File: src/rtl/alu_input_sequencer_if.sv
// Signal bundle between the operand sequencer and the board/ALU side.
// master: the sequencer (consumes switches, button and ALU result; drives ALU inputs).
// slave:  the board/ALU side (drives switches, button and ALU result).
interface alu_input_sequencer_if;
    logic [3:0] data_in;
    logic       load_btn;
    logic [3:0] alu_result;
    logic [3:0] alu_in_1;
    logic [3:0] alu_in_2;
    logic [3:0] alu_op;
    logic [3:0] result_q;
    logic       result_valid;
    logic [2:0] state_o;

    modport master (
        input  data_in, load_btn, alu_result,
        output alu_in_1, alu_in_2, alu_op, result_q, result_valid, state_o
    );

    modport slave (
        output data_in, load_btn, alu_result,
        input  alu_in_1, alu_in_2, alu_op, result_q, result_valid, state_o
    );
endinterface

File: src/rtl/alu_input_sequencer.sv
// Push-button driven operand sequencer for a 4-bit ALU: one debounced press
// each loads operand A, operand B and the opcode, then the ALU result is
// captured and shown until the next press starts a new operand set.
//
// Handshake: there is no ready/backpressure. result_valid is a level
// qualifier that is high exactly while the FSM sits in SHOW, i.e. while
// result_q belongs to the operand set currently on alu_in_1/alu_in_2/alu_op.
module alu_input_sequencer #(
    parameter int DEBOUNCE_CYCLES = 16
) (
    input  logic                   clk,
    input  logic                   rst_n,
    input  logic                   ena,
    alu_input_sequencer_if.master  bus
);

    typedef enum logic [2:0] {
        LOAD_A  = 3'd0,
        LOAD_B  = 3'd1,
        LOAD_OP = 3'd2,
        EXEC    = 3'd3,
        SHOW    = 3'd4
    } state_t;

    localparam logic [7:0] CNT_MAX = 8'(DEBOUNCE_CYCLES - 1);

    logic       sync_1;
    logic       sync_2;
    logic       db_level;
    logic       db_prev;
    logic [7:0] db_cnt;
    logic       press_evt;
    logic       press_go;

    state_t     state_q;
    state_t     state_d;
    logic       cap_a;
    logic       cap_b;
    logic       cap_op;
    logic       cap_res;
    logic       clr_valid;

    logic [3:0] alu_in_1_q;
    logic [3:0] alu_in_2_q;
    logic [3:0] alu_op_q;
    logic [3:0] result_q_q;
    logic       result_valid_q;

    // Two-flop synchronizer for the raw asynchronous button.
    always_ff @(posedge clk or negedge rst_n) begin
        if (!rst_n) begin
            sync_1 <= 1'b0;
            sync_2 <= 1'b0;
        end else begin
            sync_1 <= bus.load_btn;
            sync_2 <= sync_1;
        end
    end

    // Debounce: accept the synchronized level once it has differed for DEBOUNCE_CYCLES edges.
    always_ff @(posedge clk or negedge rst_n) begin
        if (!rst_n) begin
            db_level <= 1'b0;
            db_cnt   <= 8'd0;
            db_prev  <= 1'b0;
        end else begin
            db_prev <= db_level;
            if (sync_2 != db_level) begin
                if (db_cnt == CNT_MAX) begin
                    db_level <= sync_2;
                    db_cnt   <= 8'd0;
                end else begin
                    db_cnt <= db_cnt + 8'd1;
                end
            end else begin
                db_cnt <= 8'd0;
            end
        end
    end

    // Rising edge of the debounced level only; release is silent. ena gates consumption.
    assign press_evt = db_level & ~db_prev;
    assign press_go  = press_evt & ena;

    // FSM state register.
    always_ff @(posedge clk or negedge rst_n) begin
        if (!rst_n) begin
            state_q <= LOAD_A;
        end else begin
            state_q <= state_d;
        end
    end

    // Next-state and capture strobes; illegal encodings recover to LOAD_A regardless of ena.
    always_comb begin
        state_d   = state_q;
        cap_a     = 1'b0;
        cap_b     = 1'b0;
        cap_op    = 1'b0;
        cap_res   = 1'b0;
        clr_valid = 1'b0;
        case (state_q)
            LOAD_A: begin
                if (press_go) begin
                    cap_a   = 1'b1;
                    state_d = LOAD_B;
                end
            end
            LOAD_B: begin
                if (press_go) begin
                    cap_b   = 1'b1;
                    state_d = LOAD_OP;
                end
            end
            LOAD_OP: begin
                if (press_go) begin
                    cap_op  = 1'b1;
                    state_d = EXEC;
                end
            end
            EXEC: begin
                if (ena) begin
                    cap_res = 1'b1;
                    state_d = SHOW;
                end
            end
            SHOW: begin
                if (press_go) begin
                    clr_valid = 1'b1;
                    state_d   = LOAD_A;
                end
            end
            default: begin
                clr_valid = 1'b1;
                state_d   = LOAD_A;
            end
        endcase
    end

    // Operand, opcode and result capture registers; values persist until overwritten.
    always_ff @(posedge clk or negedge rst_n) begin
        if (!rst_n) begin
            alu_in_1_q     <= 4'd0;
            alu_in_2_q     <= 4'd0;
            alu_op_q       <= 4'd0;
            result_q_q     <= 4'd0;
            result_valid_q <= 1'b0;
        end else begin
            if (cap_a) begin
                alu_in_1_q <= bus.data_in;
            end
            if (cap_b) begin
                alu_in_2_q <= bus.data_in;
            end
            if (cap_op) begin
                alu_op_q <= bus.data_in;
            end
            if (cap_res) begin
                result_q_q     <= bus.alu_result;
                result_valid_q <= 1'b1;
            end else if (clr_valid) begin
                result_valid_q <= 1'b0;
            end
        end
    end

    assign bus.alu_in_1     = alu_in_1_q;
    assign bus.alu_in_2     = alu_in_2_q;
    assign bus.alu_op       = alu_op_q;
    assign bus.result_q     = result_q_q;
    assign bus.result_valid = result_valid_q;
    assign bus.state_o      = state_q;

endmodule

File: src/flat_wrapper.sv
// flat-port wrapper written by rule: the top's interface ports become plain ports
module alu_input_sequencer_flat 
#(
    parameter int DEBOUNCE_CYCLES = 16
)
  (clk, rst_n, ena, bus_data_in, bus_load_btn, bus_alu_result, bus_alu_in_1, bus_alu_in_2, bus_alu_op, bus_result_q, bus_result_valid, bus_state_o);
  alu_input_sequencer_if bus_i ();
  input  logic clk;
  input  logic rst_n;
  input  logic ena;
  input wire logic [$bits(bus_i.data_in)-1:0] bus_data_in;
  input wire logic [$bits(bus_i.load_btn)-1:0] bus_load_btn;
  input wire logic [$bits(bus_i.alu_result)-1:0] bus_alu_result;
  output wire logic [$bits(bus_i.alu_in_1)-1:0] bus_alu_in_1;
  output wire logic [$bits(bus_i.alu_in_2)-1:0] bus_alu_in_2;
  output wire logic [$bits(bus_i.alu_op)-1:0] bus_alu_op;
  output wire logic [$bits(bus_i.result_q)-1:0] bus_result_q;
  output wire logic [$bits(bus_i.result_valid)-1:0] bus_result_valid;
  output wire logic [$bits(bus_i.state_o)-1:0] bus_state_o;
  assign bus_i.data_in = bus_data_in;
  assign bus_i.load_btn = bus_load_btn;
  assign bus_i.alu_result = bus_alu_result;
  assign bus_alu_in_1 = bus_i.alu_in_1;
  assign bus_alu_in_2 = bus_i.alu_in_2;
  assign bus_alu_op = bus_i.alu_op;
  assign bus_result_q = bus_i.result_q;
  assign bus_result_valid = bus_i.result_valid;
  assign bus_state_o = bus_i.state_o;
  alu_input_sequencer #(.DEBOUNCE_CYCLES(DEBOUNCE_CYCLES)) u_core (.clk(clk), .rst_n(rst_n), .ena(ena), .bus(bus_i));
endmodule
File: config.mk
export PLATFORM = sky130hd
export DESIGN_NAME = alu_input_sequencer_flat
export DESIGN_NICKNAME = d
export VERILOG_FILES = /design/src/rtl/alu_input_sequencer_if.sv /design/src/rtl/alu_input_sequencer.sv /design/src/flat_wrapper.sv
export SDC_FILE = /design/constraint.sdc
export NUM_CORES = 1
export LEC_CHECK = 0
export CAP_MARGIN = 5
export CORE_MARGIN = 3
export CORE_UTILIZATION = 48
export DETAILED_ROUTE_END_ITERATION = 10
export GPL_ROUTABILITY_DRIVEN = 0
export PLACE_DENSITY = 0.77
export REMOVE_ABC_BUFFERS = 1
export SLEW_MARGIN = 5
export SYNTH_ARGS = -nofsm -noshare
export SYNTH_HDL_FRONTEND = slang
export SYNTH_SLANG_ARGS = --single-unit
File: constraint.sdc
create_clock -name clk -period 1.8 [get_ports clk]
set_clock_uncertainty 0.1 [all_clocks]
set_input_delay 0.27 -clock clk [delete_from_list [all_inputs] [get_ports clk]]
set_output_delay 0.27 -clock clk [all_outputs]
set_load 0.05 [all_outputs]
==> impl_metrics.toml <==
[grt]
overflow = 0
grtUsageTotal = 0.1730
first_global_vias = 1001
antenna_found_initial = 0
grt_max_degree = 33
grt_pass1_wl_um = 4388

[clock_network]
numCtsBuffers = 5
ctsRootBufferMaster = "clkbuf_4"
clock_latency_ps = 330
cts_resized = 0
cts_sinks = 32
path_clk_slew_ps = 100
cts_tree = "built"
cts_setup_buffers = 0
clockBufferDepth = 2
htreeDepth = 2
hold_buffers = 0

[power]
power_frac_comb = 0.062
p_per_area_nw_per_um2 = 740.8
p_clk_frac = 0.343
intPower_uw = 957.6
total_power_mw = 1.237
power_frac_seq = 0.596
p_leak_nw = 0.8424
p_sw_frac = 0.2261
peakVddDrop_mv = 0.5907
switchingPower_uw = 279.8

[route]
ant_nets = 0
avgViaCountPerCell = 5.467
drt_iter0_drc = 27
wl_per_cell_um = 14.63
drtPass1Iterations = 4
route.detailed.drc = 0
dr_total_vias = 924
wl_um = 2473

[yosys]
postSynthAreaPerCell_um2 = 13.17
synth_top_cell_by_area = "dfrtp_1"
ys_ff_latch = 32
yosysSeqAreaShare = 0.6142
synthCells = 99
synth_top_area_share = 0.6142
synth_cell_types = 31
yosys-top-cells-area = "dfrtp_1, mux2_2, nand2_1"
ys_warn_count = 0
syn-cell-area_um2 = 1304

[sta]
slew_headroom = 0.7336
finalHoldViolations = 0
worstMarginPinSlew_ps = 399.6
max_freq_mhz = 602.5
finalCritPeriodShare = 0.9221
period_needed_ps = 1660
worst_slack_ps = 140.3
final.setup.tns_ps = 0
rsz0062_at_grt = "no"
slew_violations = 0
fin_hold_ws_ps = 215.6
setup_viol = 0

[floorplanning]
fp.dieH_um = 58.12
core_area_um2 = 2522
ioPinCount = 32
start_util = 0.5169
dieArea_um2 = 3377
rows = 18
die_w_um = 58.12

[place]
post-place-cells = 161
dp_hpwl_um = 1822
place_area_um2 = 1612
numPortBuffers = 31
preCtsSetupSlack_ps = 41.30

[cells_and_area]
fill_cells = 200
n_antenna_cell = 0
fin_nets = 151
stdcell_area_um2 = 1670
drive_gt1_frac = 0.3597
final_cells = 169
post-route-util = 0.6622
syn_to_final_growth_pct = 28.12

[worst_setup_path]
crit_arrival_ps = 1770
r2r_cells = 3
r2r_end = "u_core.db_level$_DFFE_PN0P_"
crit_type = "flip-flop to flip-flop"
cp_max_fo = 5
reg2reg_slack_ps = 140
cp_data_required_time_ps = 1910
start_kind = "flip-flop"
crit_path_end_kind = "flip-flop"
r2r_start = "u_core.db_cnt[5]$_DFF_PN0_"

[worst_hold_path]
min_path_type = "primary input to asynchronous set/reset pin"

[run_status]
status = "finished, final reports clean"

[flow_run]
maxCapViolations = 0
-- sequential cells by signal, summed over array words and instances, names as in the netlist, 3 cells and up --
| name | cells |
|---|---|
| u_core.bus.alu_op | 4 |
| u_core.db_cnt | 8 |
| u_core.bus.alu_in_1 | 4 |
| u_core.bus.state_o | 3 |
| u_core.bus.result_q | 4 |
| u_core.bus.alu_in_2 | 4 |
-- cell usage after synthesis --
cell type / count
nor2b_1: 1
nand3_1: 4
and2_1: 1
nor3_1: 1
clkbuf_2: 1
nand2_1: 7
or4_4: 1
mux2_1: 1
or3_1: 2
o21ai_2: 1
and4bb_2: 1
a31oi_1: 1
nand4_1: 1
xnor2_1: 2
xor2_1: 2
and3b_1: 1
or3_2: 1
a22oi_1: 1
nor2_1: 5
a211o_1: 1
nand4b_1: 1
or3b_1: 1
a21oi_1: 5
o21ai_0: 3
dfrtp_1: 32
o2bb2ai_1: 1
inv_1: 1
ha_1: 1
a21bo_2: 1
nor2_2: 1
mux2_2: 16
-- worst max-delay path by stage --
stage                                                  from                               end  cells past startpoint
after floorplan           u_core.bus.state_o[2]$_DFFE_PN0P_  u_core.bus.alu_op[0]$_DFFE_PN0P_                      3
after global placement                                  ena  u_core.bus.alu_op[3]$_DFFE_PN0P_                      4
after detailed placement                                ena  u_core.bus.alu_op[0]$_DFFE_PN0P_                      4
after CTS                        u_core.db_cnt[5]$_DFF_PN0_       u_core.db_level$_DFFE_PN0P_                      3
after global routing             u_core.db_cnt[5]$_DFF_PN0_       u_core.db_level$_DFFE_PN0P_                      3
final                            u_core.db_cnt[5]$_DFF_PN0_       u_core.db_level$_DFFE_PN0P_                      3
-- power groups by stage --
stage                     combinational [mW]  clock (mW)  sequential (mW)
after global routing                  0.0862       0.466            0.739
final                                 0.0763       0.424            0.737
after floorplan                       0.0172           0            0.758
after CTS                             0.0786       0.436            0.737
after global placement                0.0758           0            0.750
after detailed placement              0.0779           0            0.752
-- worst max-delay path, cell delays in order (launching register included) --
cell and delay [ps]:
dfrtp_1 440, or4_4 560, nor2_2 130, mux2_1 320
-- layout by cell type, fill, tap and decap left out, drive strengths merged --
master / n
a211o: 1
a21bo: 1
a21oi: 5
a22oi: 1
a31oi: 1
and2: 1
and3b: 1
and4bb: 1
buf: 22
clkbuf: 8
clkdlybuf4s50: 11
dfrtp: 32
ha: 1
inv: 1
mux2: 17
nand2: 7
nand3: 4
nand4: 1
nand4b: 1
nor2: 6
nor2b: 1
nor3: 1
o21ai: 4
o2bb2ai: 1
or3: 3
or3b: 1
or4: 1
xnor2: 2
xor2: 2
-- metal layers --
metal | share of wire | up-vias | global-route usage
li1 | - | 433 | -
met1 | 0.42 | 456 | 0.2052
met2 | 0.51 | 28 | 0.2823
met3 | 0.051 | 7 | 0.04677
met4 | 0.021 | 0 | 0.09934
met5 | 0 | - | 0
-- kinds of logic after synthesis --
kind of cell    count (synthesis)  share of synthesized area
xor+xnor                        4                    0.02688
flops                          32                     0.6142
simple gates                   29                     0.1267
mux                            17                     0.1468
compound gates                 14                    0.06910
fa+ha+maj                       1                   0.009595
buf+inv                         2                   0.006711
-- cell type report --
class / count / area, um2 / area share
Sequential cell: 32 / 800.8 / 0.4794
Multi-Input combinational cell: 65 / 494.2 / 0.2959
Timing Repair Buffer: 33 / 275.3 / 0.1648
Tap cell: 30 / 37.54 / 0.02247
Inverter: 1 / 3.754 / 0.002247
Clock buffer: 8 / 58.81 / 0.03521
No activity file was read; power rests on OpenSTA's default activity.
